==> src/rtl/core_seq_ctrl_pkg.sv <==
// rtl/core_seq_ctrl_pkg.sv - shared sizes, counter widths and FSM state codes for the core sequencer
package core_seq_ctrl_pkg;

    // Sequence shape
    localparam int ROWS       = 8;
    localparam int NUM_KIJ    = 9;
    localparam int ACT_WORDS  = 36;
    localparam int OUT_WORDS  = 16;
    localparam int SETTLE_CYC = 4;
    localparam int DRAIN_TMO  = 64;

    // SRAM port geometry
    localparam int W_AW   = 7;
    localparam int W_DW   = 32;
    localparam int ACT_AW = 7;
    localparam int ACT_DW = 32;
    localparam int OP_AW  = 4;
    localparam int OP_DW  = 128;

    // Counter widths; cnt is shared by LOAD_W, SETTLE and EXEC so it sizes to the longest phase
    localparam int CNT_W = $clog2(ACT_WORDS);
    localparam int KIJ_W = $clog2(NUM_KIJ);
    localparam int OUT_W = $clog2(OUT_WORDS) + 1;
    localparam int TMO_W = $clog2(DRAIN_TMO) + 1;

    typedef logic [2:0] state_t;

    localparam state_t S_IDLE   = 3'd0;
    localparam state_t S_LOAD_W = 3'd1;
    localparam state_t S_SETTLE = 3'd2;
    localparam state_t S_EXEC   = 3'd3;
    localparam state_t S_DRAIN  = 3'd4;
    localparam state_t S_DONE   = 3'd5;

endpackage

==> src/rtl/core_seq_ctrl_if.sv <==
// rtl/core_seq_ctrl_if.sv - control, host SRAM, muxed SRAM and array/OFIFO signals of the sequencer
interface core_seq_ctrl_if;
    import core_seq_ctrl_pkg::*;

    logic              seq_begin;
    logic              cl_sel;
    logic              seq_done;
    logic              busy;
    logic              abort;

    logic              host_w_cen;
    logic              host_w_wen;
    logic [W_AW-1:0]   host_w_addr;
    logic [W_DW-1:0]   host_w_d;
    logic              host_act_cen;
    logic              host_act_wen;
    logic [ACT_AW-1:0] host_act_addr;
    logic [ACT_DW-1:0] host_act_d;
    logic              host_op_cen;
    logic              host_op_wen;
    logic [OP_AW-1:0]  host_op_addr;
    logic [OP_DW-1:0]  host_op_d;

    logic              w_cen;
    logic              w_wen;
    logic [W_AW-1:0]   w_addr;
    logic [W_DW-1:0]   w_d;
    logic              act_cen;
    logic              act_wen;
    logic [ACT_AW-1:0] act_addr;
    logic [ACT_DW-1:0] act_d;
    logic              op_cen;
    logic              op_wen;
    logic [OP_AW-1:0]  op_addr;
    logic [OP_DW-1:0]  op_d;

    logic              arr_load;
    logic              arr_exec;
    logic              acc_en;
    logic              ofifo_valid;
    logic              ofifo_rd;

    modport slave (
        input  seq_begin, cl_sel, ofifo_valid,
        input  host_w_cen, host_w_wen, host_w_addr, host_w_d,
        input  host_act_cen, host_act_wen, host_act_addr, host_act_d,
        input  host_op_cen, host_op_wen, host_op_addr, host_op_d,
        output seq_done, busy, abort,
        output w_cen, w_wen, w_addr, w_d,
        output act_cen, act_wen, act_addr, act_d,
        output op_cen, op_wen, op_addr, op_d,
        output arr_load, arr_exec, acc_en, ofifo_rd
    );

    modport master (
        output seq_begin, cl_sel, ofifo_valid,
        output host_w_cen, host_w_wen, host_w_addr, host_w_d,
        output host_act_cen, host_act_wen, host_act_addr, host_act_d,
        output host_op_cen, host_op_wen, host_op_addr, host_op_d,
        input  seq_done, busy, abort,
        input  w_cen, w_wen, w_addr, w_d,
        input  act_cen, act_wen, act_addr, act_d,
        input  op_cen, op_wen, op_addr, op_d,
        input  arr_load, arr_exec, acc_en, ofifo_rd
    );

endinterface

==> src/rtl/core_seq_ctrl_sram_port_mux.sv <==
// rtl/core_seq_ctrl_sram_port_mux.sv - 2:1 SRAM port mux between host and sequencer
module sram_port_mux #(
    parameter int AW = 7,
    parameter int DW = 32
) (
    input  logic          sel_i,
    input  logic          host_cen_i,
    input  logic          host_wen_i,
    input  logic [AW-1:0] host_addr_i,
    input  logic [DW-1:0] host_d_i,
    input  logic          ctrl_cen_i,
    input  logic          ctrl_wen_i,
    input  logic [AW-1:0] ctrl_addr_i,
    input  logic [DW-1:0] ctrl_d_i,
    output logic          cen_o,
    output logic          wen_o,
    output logic [AW-1:0] addr_o,
    output logic [DW-1:0] d_o
);

    // Host wins whenever sel is high, with no dependence on reset or sequencer state
    always_comb begin
        if (sel_i) begin
            cen_o  = host_cen_i;
            wen_o  = host_wen_i;
            addr_o = host_addr_i;
            d_o    = host_d_i;
        end else begin
            cen_o  = ctrl_cen_i;
            wen_o  = ctrl_wen_i;
            addr_o = ctrl_addr_i;
            d_o    = ctrl_d_i;
        end
    end

endmodule

==> src/rtl/core_seq_ctrl.sv <==
// rtl/core_seq_ctrl.sv - kernel-pass sequencer and SRAM port owner for the systolic core
module core_seq_ctrl
    import core_seq_ctrl_pkg::*;
(
    input  logic           clk,
    input  logic           reset,
    core_seq_ctrl_if.slave bus
);

    localparam logic [CNT_W-1:0] ROWS_LAST   = CNT_W'(ROWS - 1);
    localparam logic [CNT_W-1:0] SETTLE_LAST = CNT_W'(SETTLE_CYC - 1);
    localparam logic [CNT_W-1:0] ACT_LAST    = CNT_W'(ACT_WORDS - 1);
    localparam logic [KIJ_W-1:0] KIJ_LAST    = KIJ_W'(NUM_KIJ - 1);
    localparam logic [OUT_W-1:0] OUT_LAST    = OUT_W'(OUT_WORDS - 1);
    localparam logic [OUT_W-1:0] OUT_MAX     = OUT_W'(OUT_WORDS);
    localparam logic [TMO_W-1:0] TMO_LAST    = TMO_W'(DRAIN_TMO - 1);

    state_t             state_q, state_d;
    logic [KIJ_W-1:0]   kij_q, kij_d;
    logic [CNT_W-1:0]   cnt_q, cnt_d;
    logic [OUT_W-1:0]   out_cnt_q, out_cnt_d;
    logic [TMO_W-1:0]   idle_q, idle_d;
    logic               abort_q, abort_d;
    logic               arr_load_q;
    logic               arr_exec_q;

    logic               w_rd;
    logic               act_rd;
    logic               pop;
    logic               takeover;
    logic [W_AW-1:0]    w_addr_c;
    logic [ACT_AW-1:0]  act_addr_c;
    logic [OP_AW-1:0]   op_addr_c;

    // Strobes are suppressed while the host owns the ports so no phantom reads or pops reach the array/OFIFO
    assign w_rd     = (state_q == S_LOAD_W) && !bus.cl_sel;
    assign act_rd   = (state_q == S_EXEC) && !bus.cl_sel;
    assign pop      = (state_q == S_DRAIN) && !bus.cl_sel && bus.ofifo_valid && (out_cnt_q < OUT_MAX);
    assign takeover = bus.cl_sel && (state_q != S_IDLE) && (state_q != S_DONE);

    assign w_addr_c   = w_rd ? (W_AW'(kij_q * ROWS) + W_AW'(cnt_q)) : '0;
    assign act_addr_c = act_rd ? ACT_AW'(cnt_q) : '0;
    assign op_addr_c  = pop ? OP_AW'(out_cnt_q) : '0;

    // Next-state and counter update; host takeover overrides every phase
    always_comb begin
        state_d   = state_q;
        kij_d     = kij_q;
        cnt_d     = cnt_q;
        out_cnt_d = out_cnt_q;
        idle_d    = idle_q;
        abort_d   = 1'b0;
        if (takeover) begin
            state_d   = S_IDLE;
            kij_d     = '0;
            cnt_d     = '0;
            out_cnt_d = '0;
            idle_d    = '0;
            abort_d   = 1'b1;
        end else begin
            case (state_q)
                S_IDLE: begin
                    if (bus.seq_begin && !bus.cl_sel) begin
                        state_d = S_LOAD_W;
                        kij_d   = '0;
                        cnt_d   = '0;
                    end
                end
                S_LOAD_W: begin
                    if (cnt_q == ROWS_LAST) begin
                        cnt_d   = '0;
                        state_d = S_SETTLE;
                    end else begin
                        cnt_d = cnt_q + 1'b1;
                    end
                end
                S_SETTLE: begin
                    if (cnt_q == SETTLE_LAST) begin
                        cnt_d   = '0;
                        state_d = S_EXEC;
                    end else begin
                        cnt_d = cnt_q + 1'b1;
                    end
                end
                S_EXEC: begin
                    if (cnt_q == ACT_LAST) begin
                        cnt_d     = '0;
                        out_cnt_d = '0;
                        idle_d    = '0;
                        state_d   = S_DRAIN;
                    end else begin
                        cnt_d = cnt_q + 1'b1;
                    end
                end
                S_DRAIN: begin
                    if (pop) begin
                        idle_d = '0;
                        // Leave on the last pop itself so a stall-free drain costs exactly OUT_WORDS cycles
                        if (out_cnt_q == OUT_LAST) begin
                            out_cnt_d = '0;
                            if (kij_q == KIJ_LAST) begin
                                kij_d   = '0;
                                state_d = S_DONE;
                            end else begin
                                kij_d   = kij_q + 1'b1;
                                state_d = S_LOAD_W;
                            end
                        end else begin
                            out_cnt_d = out_cnt_q + 1'b1;
                        end
                    end else if (idle_q == TMO_LAST) begin
                        state_d   = S_IDLE;
                        kij_d     = '0;
                        out_cnt_d = '0;
                        idle_d    = '0;
                        abort_d   = 1'b1;
                    end else begin
                        idle_d = idle_q + 1'b1;
                    end
                end
                S_DONE: begin
                    state_d = S_IDLE;
                end
                default: begin
                    state_d = S_IDLE;
                end
            endcase
        end
    end

    // State, counters, abort pulse and the one-cycle SRAM read-latency delay for array strobes
    always_ff @(posedge clk) begin
        if (reset) begin
            state_q    <= S_IDLE;
            kij_q      <= '0;
            cnt_q      <= '0;
            out_cnt_q  <= '0;
            idle_q     <= '0;
            abort_q    <= 1'b0;
            arr_load_q <= 1'b0;
            arr_exec_q <= 1'b0;
        end else begin
            state_q    <= state_d;
            kij_q      <= kij_d;
            cnt_q      <= cnt_d;
            out_cnt_q  <= out_cnt_d;
            idle_q     <= idle_d;
            abort_q    <= abort_d;
            arr_load_q <= w_rd;
            arr_exec_q <= act_rd;
        end
    end

    assign bus.seq_done = (state_q == S_DONE);
    assign bus.busy     = (state_q != S_IDLE);
    assign bus.abort    = abort_q;
    assign bus.arr_load = arr_load_q;
    assign bus.arr_exec = arr_exec_q;
    assign bus.ofifo_rd = pop;
    assign bus.acc_en   = pop && (kij_q != '0);

    sram_port_mux #(.AW(W_AW), .DW(W_DW)) u_w_mux (
        .sel_i       (bus.cl_sel),
        .host_cen_i  (bus.host_w_cen),
        .host_wen_i  (bus.host_w_wen),
        .host_addr_i (bus.host_w_addr),
        .host_d_i    (bus.host_w_d),
        .ctrl_cen_i  (!w_rd),
        .ctrl_wen_i  (1'b1),
        .ctrl_addr_i (w_addr_c),
        .ctrl_d_i    ('0),
        .cen_o       (bus.w_cen),
        .wen_o       (bus.w_wen),
        .addr_o      (bus.w_addr),
        .d_o         (bus.w_d)
    );

    sram_port_mux #(.AW(ACT_AW), .DW(ACT_DW)) u_act_mux (
        .sel_i       (bus.cl_sel),
        .host_cen_i  (bus.host_act_cen),
        .host_wen_i  (bus.host_act_wen),
        .host_addr_i (bus.host_act_addr),
        .host_d_i    (bus.host_act_d),
        .ctrl_cen_i  (!act_rd),
        .ctrl_wen_i  (1'b1),
        .ctrl_addr_i (act_addr_c),
        .ctrl_d_i    ('0),
        .cen_o       (bus.act_cen),
        .wen_o       (bus.act_wen),
        .addr_o      (bus.act_addr),
        .d_o         (bus.act_d)
    );

    // Controller-side psum data is zero: the SFU supplies the real write data
    sram_port_mux #(.AW(OP_AW), .DW(OP_DW)) u_op_mux (
        .sel_i       (bus.cl_sel),
        .host_cen_i  (bus.host_op_cen),
        .host_wen_i  (bus.host_op_wen),
        .host_addr_i (bus.host_op_addr),
        .host_d_i    (bus.host_op_d),
        .ctrl_cen_i  (!pop),
        .ctrl_wen_i  (!pop),
        .ctrl_addr_i (op_addr_c),
        .ctrl_d_i    ('0),
        .cen_o       (bus.op_cen),
        .wen_o       (bus.op_wen),
        .addr_o      (bus.op_addr),
        .d_o         (bus.op_d)
    );

endmodule

==> src/flat_wrapper.sv <==
// flat-port wrapper written by rule: the top's interface ports become plain ports
module core_seq_ctrl_flat import core_seq_ctrl_pkg::*;
  (clk, reset, bus_seq_begin, bus_cl_sel, bus_ofifo_valid, bus_host_w_cen, bus_host_w_wen, bus_host_w_addr, bus_host_w_d, bus_host_act_cen, bus_host_act_wen, bus_host_act_addr, bus_host_act_d, bus_host_op_cen, bus_host_op_wen, bus_host_op_addr, bus_host_op_d, bus_seq_done, bus_busy, bus_abort, bus_w_cen, bus_w_wen, bus_w_addr, bus_w_d, bus_act_cen, bus_act_wen, bus_act_addr, bus_act_d, bus_op_cen, bus_op_wen, bus_op_addr, bus_op_d, bus_arr_load, bus_arr_exec, bus_acc_en, bus_ofifo_rd);
  core_seq_ctrl_if bus_i ();
  input  logic clk;
  input  logic reset;
  input wire logic [$bits(bus_i.seq_begin)-1:0] bus_seq_begin;
  input wire logic [$bits(bus_i.cl_sel)-1:0] bus_cl_sel;
  input wire logic [$bits(bus_i.ofifo_valid)-1:0] bus_ofifo_valid;
  input wire logic [$bits(bus_i.host_w_cen)-1:0] bus_host_w_cen;
  input wire logic [$bits(bus_i.host_w_wen)-1:0] bus_host_w_wen;
  input wire logic [$bits(bus_i.host_w_addr)-1:0] bus_host_w_addr;
  input wire logic [$bits(bus_i.host_w_d)-1:0] bus_host_w_d;
  input wire logic [$bits(bus_i.host_act_cen)-1:0] bus_host_act_cen;
  input wire logic [$bits(bus_i.host_act_wen)-1:0] bus_host_act_wen;
  input wire logic [$bits(bus_i.host_act_addr)-1:0] bus_host_act_addr;
  input wire logic [$bits(bus_i.host_act_d)-1:0] bus_host_act_d;
  input wire logic [$bits(bus_i.host_op_cen)-1:0] bus_host_op_cen;
  input wire logic [$bits(bus_i.host_op_wen)-1:0] bus_host_op_wen;
  input wire logic [$bits(bus_i.host_op_addr)-1:0] bus_host_op_addr;
  input wire logic [$bits(bus_i.host_op_d)-1:0] bus_host_op_d;
  output wire logic [$bits(bus_i.seq_done)-1:0] bus_seq_done;
  output wire logic [$bits(bus_i.busy)-1:0] bus_busy;
  output wire logic [$bits(bus_i.abort)-1:0] bus_abort;
  output wire logic [$bits(bus_i.w_cen)-1:0] bus_w_cen;
  output wire logic [$bits(bus_i.w_wen)-1:0] bus_w_wen;
  output wire logic [$bits(bus_i.w_addr)-1:0] bus_w_addr;
  output wire logic [$bits(bus_i.w_d)-1:0] bus_w_d;
  output wire logic [$bits(bus_i.act_cen)-1:0] bus_act_cen;
  output wire logic [$bits(bus_i.act_wen)-1:0] bus_act_wen;
  output wire logic [$bits(bus_i.act_addr)-1:0] bus_act_addr;
  output wire logic [$bits(bus_i.act_d)-1:0] bus_act_d;
  output wire logic [$bits(bus_i.op_cen)-1:0] bus_op_cen;
  output wire logic [$bits(bus_i.op_wen)-1:0] bus_op_wen;
  output wire logic [$bits(bus_i.op_addr)-1:0] bus_op_addr;
  output wire logic [$bits(bus_i.op_d)-1:0] bus_op_d;
  output wire logic [$bits(bus_i.arr_load)-1:0] bus_arr_load;
  output wire logic [$bits(bus_i.arr_exec)-1:0] bus_arr_exec;
  output wire logic [$bits(bus_i.acc_en)-1:0] bus_acc_en;
  output wire logic [$bits(bus_i.ofifo_rd)-1:0] bus_ofifo_rd;
  assign bus_i.seq_begin = bus_seq_begin;
  assign bus_i.cl_sel = bus_cl_sel;
  assign bus_i.ofifo_valid = bus_ofifo_valid;
  assign bus_i.host_w_cen = bus_host_w_cen;
  assign bus_i.host_w_wen = bus_host_w_wen;
  assign bus_i.host_w_addr = bus_host_w_addr;
  assign bus_i.host_w_d = bus_host_w_d;
  assign bus_i.host_act_cen = bus_host_act_cen;
  assign bus_i.host_act_wen = bus_host_act_wen;
  assign bus_i.host_act_addr = bus_host_act_addr;
  assign bus_i.host_act_d = bus_host_act_d;
  assign bus_i.host_op_cen = bus_host_op_cen;
  assign bus_i.host_op_wen = bus_host_op_wen;
  assign bus_i.host_op_addr = bus_host_op_addr;
  assign bus_i.host_op_d = bus_host_op_d;
  assign bus_seq_done = bus_i.seq_done;
  assign bus_busy = bus_i.busy;
  assign bus_abort = bus_i.abort;
  assign bus_w_cen = bus_i.w_cen;
  assign bus_w_wen = bus_i.w_wen;
  assign bus_w_addr = bus_i.w_addr;
  assign bus_w_d = bus_i.w_d;
  assign bus_act_cen = bus_i.act_cen;
  assign bus_act_wen = bus_i.act_wen;
  assign bus_act_addr = bus_i.act_addr;
  assign bus_act_d = bus_i.act_d;
  assign bus_op_cen = bus_i.op_cen;
  assign bus_op_wen = bus_i.op_wen;
  assign bus_op_addr = bus_i.op_addr;
  assign bus_op_d = bus_i.op_d;
  assign bus_arr_load = bus_i.arr_load;
  assign bus_arr_exec = bus_i.arr_exec;
  assign bus_acc_en = bus_i.acc_en;
  assign bus_ofifo_rd = bus_i.ofifo_rd;
  core_seq_ctrl u_core (.clk(clk), .reset(reset), .bus(bus_i));
endmodule
==> config.mk <==
export PLATFORM = sky130hd
export DESIGN_NAME = core_seq_ctrl_flat
export DESIGN_NICKNAME = d
export VERILOG_FILES = /design/src/rtl/core_seq_ctrl_pkg.sv /design/src/rtl/core_seq_ctrl_if.sv /design/src/rtl/core_seq_ctrl_sram_port_mux.sv /design/src/rtl/core_seq_ctrl.sv /design/src/flat_wrapper.sv
export SDC_FILE = /design/constraint.sdc
export NUM_CORES = 1
export LEC_CHECK = 0
export ABC_AREA = 1
export CAP_MARGIN = 25
export CELL_PAD_IN_SITES_DETAIL_PLACEMENT = 1
export CELL_PAD_IN_SITES_GLOBAL_PLACEMENT = 1
export CORE_AREA = 4 4 172 174
export CTS_CLUSTER_SIZE = 28
export DETAILED_ROUTE_END_ITERATION = 7
export DIE_AREA = 0 0 176 178
export PLACE_DENSITY = 0.7
export SYNTH_ARGS = -nofsm -noshare
export SYNTH_HDL_FRONTEND = slang
export SYNTH_SLANG_ARGS = --single-unit
==> constraint.sdc <==
create_clock -name clk -period 3.91 [get_ports clk]
set_clock_uncertainty 0.1 [all_clocks]
set_input_delay 0.782 -clock clk [delete_from_list [all_inputs] [get_ports clk]]
set_output_delay 0.782 -clock clk [all_outputs]
set_load 0.05 [all_outputs]
* Word level (Yosys, flattened, before mapping)
Index checks and enable logic that the tools add are counted.
** Storage, ports and cells
- Register bits :: 28
- Bits of input ports :: 221
- Output and inout port bits :: 223
- Word-level logic and storage cells :: 105
** Cells by class
- Add/sub/neg operators :: 5
- $lt $le $gt $ge :: 1
- Equal/unequal tests :: 18
- Multiplexer cells :: 48
- Reduce and logical (&&, ||, !) cells :: 25
** Operators by type and width (count)
- two-way mux 128 bit :: 1
- two-way mux 32 bit :: 2
- two-way mux 7 bit :: 6
- two-way mux 6 bit :: 5
- two-way mux 4 bit :: 7
- two-way mux 3 bit :: 8
- one-hot mux 6 bit (4 select lines) :: 1
- two-way mux 5 bit :: 4
- one-hot mux 3 bit (5 select lines) :: 1
- one-hot mux 7 bit (2 select lines) :: 1
- two-way mux 1 bit :: 10
- one-hot mux 5 bit (2 select lines) :: 1
- logical AND 1 bit :: 9
- one-hot mux 4 bit (2 select lines) :: 1
- nonzero test 4 bit :: 2
- adder 7 x 1 -> 7 bit (second input constant) :: 1
- adder 7 x 6 -> 7 bit :: 1
- equality test 7 x 6 -> 1 bit (second input constant) :: 1
- adder 6 x 1 -> 6 bit (second input constant) :: 1
- equality test 3 x 2 -> 1 bit (second input constant) :: 2
- equality test 3 bit (second input constant) :: 2
- equality test 6 x 2 -> 1 bit (second input constant) :: 1
- equality test 6 x 3 -> 1 bit (second input constant) :: 1
- equality test 6 bit (second input constant) :: 1
- 19 further kinds :: 27

* Logic depth before layout (Yosys ltp)
- Depth after elaboration :: 7
- Mapped depth :: 11
- Depth with buffers taken out :: 11

* By module
From an unflattened synthesis, not the netlist that was laid out.
** Unflattened totals
- Cells, all modules :: 965
- Area total of the unflattened synthesis :: 4670.7 µm²
** Modules (own cells, without submodules)
- core_seq_ctrl :: times used 1, cells an instance 267, area an instance 1785.5 µm²
- sram_port_mux at u_core.u_op_mux :: times used 1, cells an instance 432, area an instance 1701.6 µm²
- sram_port_mux at u_core.u_act_mux ... :: times used 2, cells an instance 133, area an instance 591.8 µm²

* Worst setup path before layout
OpenSTA, ideal clock, no wires.
- Path type :: input to output
- Start :: input port bus_cl_sel
- End :: output port bus_op_addr[0]
- Arrival time :: 2.648 ns
- Data required time :: 3.028 ns
- Slack :: 0.380 ns
- Stages :: 6
- Buffers on the path :: 1
- Cell sequence :: buf_2 > inv_4 > nand3_2 > nor2_8 > inv_4 > o21ai_0
** Between the ends
- Longest elaborated chain between the ends :: 6
** RTL lines
- from (decl) :: line flat_wrapper.sv:8 : input wire logic [$bits(bus_i.cl_sel)-1:0] bus_cl_sel;
- logical NOT 1 bit :: line core_seq_ctrl.sv:38 : assign pop = (state_q == S_DRAIN) && !bus.cl_sel && bus.ofifo_valid && (out_cnt_q < OUT_MAX);
- logical AND 1 bit (3 in series) :: line core_seq_ctrl.sv:38
- net bus_ofifo_rd :: line flat_wrapper.sv:40 : output wire logic [$bits(bus_i.ofifo_rd)-1:0] bus_ofifo_rd;
- two-way mux 4 bit :: line core_seq_ctrl.sv:43 : assign op_addr_c = pop ? OP_AW'(out_cnt_q) : '0;
- two-way mux 4 bit :: line core_seq_ctrl_sram_port_mux.sv:23 : if (sel_i) begin
- to (decl) :: line flat_wrapper.sv:35 : output wire logic [$bits(bus_i.op_addr)-1:0] bus_op_addr;
The timed path passes the listed nets, and every way through them passes these cells.

* Worst setup path after layout
- Start :: input port bus_cl_sel
- End :: output port bus_w_addr[2]
** Between the ends
- Longest elaborated chain between the ends :: 4
** RTL lines
- logical NOT 1 bit :: line core_seq_ctrl.sv:36 : assign w_rd = (state_q == S_LOAD_W) && !bus.cl_sel;
- logical AND 1 bit :: line core_seq_ctrl.sv:36
- two-way mux 7 bit :: line core_seq_ctrl.sv:41 : assign w_addr_c = w_rd ? (W_AW'(kij_q * ROWS) + W_AW'(cnt_q)) : '0;
- two-way mux 7 bit * :: line core_seq_ctrl_sram_port_mux.sv:23
- to (decl) :: line flat_wrapper.sv:27 : output wire logic [$bits(bus_i.w_addr)-1:0] bus_w_addr;
Mark *: on every way between the ends. The rest lies on a longest branch, timed or not.

==> results.md <==
* Max-Cap Viols at 0
* Worst Tran Pin Value at ~680 ps
* Vias in the first global route at 5701
* Num ports at 444
* Top cells by count, synth: 265 x nand2_1, 228 x inv_1, 38 x nor2_1
* Root buf cell: clkbuf_16
* Syn Area/Cell at 4.908 sq um
* Internal power at between 0.001 and 0.0015 W
* Initial Utilization at about an eighth
* # resized after CTS at 0
* DR iter-0 viols at 160
* Nets at approximately 1.4k
* Sw Pwr at ~0.0011 W
* Total grt overflow at 0
* Rows at 61
* Area of the die at around 31000 sq um
* Hold_sp: u_core.idle_q[6]
* Post-synthesis cell count at 711
* Flop pwr share at 17.4%
* Critical path class: input pin to output port
* Clock transition at path regs at approximately 70 ps
* Pwr Total at 0.002197 W
* RSZ-0062 raised after global routing: no
* Via count at 5564
* Worst Setup SP: bus_cl_sel
* Port bufs at 443
* Core Area at 27780 sq um
* DP HPWL at 22.98 mm
* Antenna violations before repair at 7
* Setup TNS at 0 ps
* CP Launch Type: input pin
* Post-synth EDFFs at 0
* Max FO, Critical Path at 50
* WP data arrival at 2630 ps
* Final Core Density at 29.70%
* # fillers at 3604
* Leading area contributor after synthesis: nand2_1
* Final hold vios at 0
* DR DRC count at 0
* Status: complete, no violations
* GPL Wtd Cong at ~0.9
* DIE HEIGHT at 178 um
* Post-synthesis register bit count at 28
* # hold bufs at CTS at 0
* Top-count cell post-synth: nand2_1
* VDD IR max at 0.1642 mV
* Count of final setup violators at 0
* Post-route minimum period at 3510 ps
* Switch share at 50.75%
* Ys flop type: dfxtp_1
* WHS at 343.5 ps
* Lkg Pwr at 4.707 nW
* Post-synthesis cell type count at 35
* Syn-to-layout area delta at 136.5%
* Post-Syn Area at about 3500 sq um
* Total GRT Usage at 14.83%
* H-tree levels at 1
* Max Clock Freq at 284.9 MHz
* Total length of routed wires at approximately 25 mm
* Via-per-instance ratio at 3.675
* Post-synthesis sequential area ratio at between 15 and 20%
* Slew headroom at 54.63%
* Die X at 176 um
* CTS tree: built
* Post-CTS Setup Inserts at 0
* Synth top area share at 28.50%
* Clock tree sinks at 28
* Cts bufs inserted at 3
* ANT nets after route at 0
* Clock Latency Late Sink at 270 ps
* CTS max path bufs at 2
* Gate power share at 68.6%
* Pre-CTS WS at approximately 380 ps
* Clock Power Share at between 10% and 20%
* Final WS setup at ~400 ps
* Worst min path class: flop to flop
* Launch point of the worst reg-to-reg path: u_core.state_q[2]
* Syn_nets at 941
* Final Cycle Share at 89.76%
* Layout cells sized above 1 at 10.22%
* Required time of the critical path at 3030 ps
* Top cells by area, synth: nand2_1 29%, inv_1 25%, dfxtp_1 16%
* Ys Warns at 0
* First-pass GRT wire length at ~36 mm
* Largest net degree at the start of global routing at 104
* Wire per inst at 16.81 um
* Critical Path Sink Type: output port
* Slew Limit Fails at 0
* Synth async-reset ratio at 0%
* Pre-antenna DRT Iters at 4
* Power per standard cell area at about 270 nW/um^2
cells by family (layout without fill, tap and decap cells):
kind of cell | after synthesis | count (layout) | share of synthesized area [%]
AO/OA/AOI/OAI | 46 | 46 | 7.315
XOR/XNOR | 4 | 4 | 1.004
adder cells (fa/ha/maj) | 9 | 9 | 3.442
buffers and inverters | 262 | 686 | 28.58
flip-flops | 28 | 28 | 16.06
other | 0 | 1 | 0
AND/OR/NAND/NOR | 362 | 362 | 43.60
final timing paths:
path                            slack, ps             endpoint  depth (start not counted)
worst min-delay path                  340     u_core.idle_q[6]                          2
worst max-delay path                  400        bus_w_addr[2]                          5
worst max register to register       2060  u_core.out_cnt_q[1]                          7
worst min register to register        340     u_core.idle_q[6]                          2
power groups by stage:
stage	combinational, W	clock (W)	sequential (W)
3_5_place_dp	0.00152	0	0.000390
3_3_place_gp	0.00151	0	0.000388
5_1_grt	0.00162	0.000329	0.000390
6_report	0.00151	0.000308	0.000383
4_1_cts	0.00153	0.000317	0.000383
2_1_floorplan	0.000882	0	0.000390
registers in the layout (all words and copies together), names as in the netlist:
signal / count
u_core.kij_q: 4
u_core.state_q: 3
u_core.bus.arr_exec: 1
u_core.bus.arr_load: 1
u_core.idle_q: 7
u_core.bus.abort: 1
u_core.out_cnt_q: 5
u_core.cnt_q: 6
cells in the final DEF (no fill, tap or decap), types with 2 or more instances in the layout:
cell	instances
xor2_1	4
nand2_2	8
inv_2	5
nor3_1	2
ha_1	8
o21ai_1	4
nand4_1	6
or2_2	5
nand2_1	265
nor2_2	5
a22o_1	3
nor2_1	38
clkbuf_16	3
a21oi_1	19
nand3_1	23
nor2_4	2
dfxtp_1	28
clkdlybuf4s50_1	368
nand3_2	3
buf_4	76
inv_4	3
o21ai_0	15
inv_1	228
metrics by stage:
| stage | area (sq um) | instances |
|---|---|---|
| finish | 8252 | 1514 |
| global route | 8249 | 1513 |
| floorplan | 3490 | 711 |
| CTS | 8249 | 1513 |
| detailed placement | 8144 | 1509 |
| global placement | 8144 | 1509 |
worst max-delay path: stages:
cell and delay, ps:
buf_6 230, buf_4 490, nand2_1 80, o21ai_0 120
clkdlybuf4s50_1 860
final cells by class:
class                      instances  area [sq um]  area share [%]
timing repair buffer             446          4285           51.93
antenna                            1         2.502         0.03033
clock inverter                     1         30.03          0.3639
inverter                         236         893.4           10.83
sequential                        28         560.5           6.793
multi-input combinational        421          1932           23.41
tap                              378         473.0           5.732
clock buffer                       3         75.07          0.9098
routing by layer:
layer / vias to the layer above / track usage [%] / routed length (um)
met5: - / 0 / 0
met1: 2458 / 18.60 / 10490
li1: 2835 / - / -
met4: 0 / 1.884 / 195
met3: 14 / 3.243 / 1914
met2: 257 / 26.81 / 12840
No activity file was read; power rests on OpenSTA's default activity.
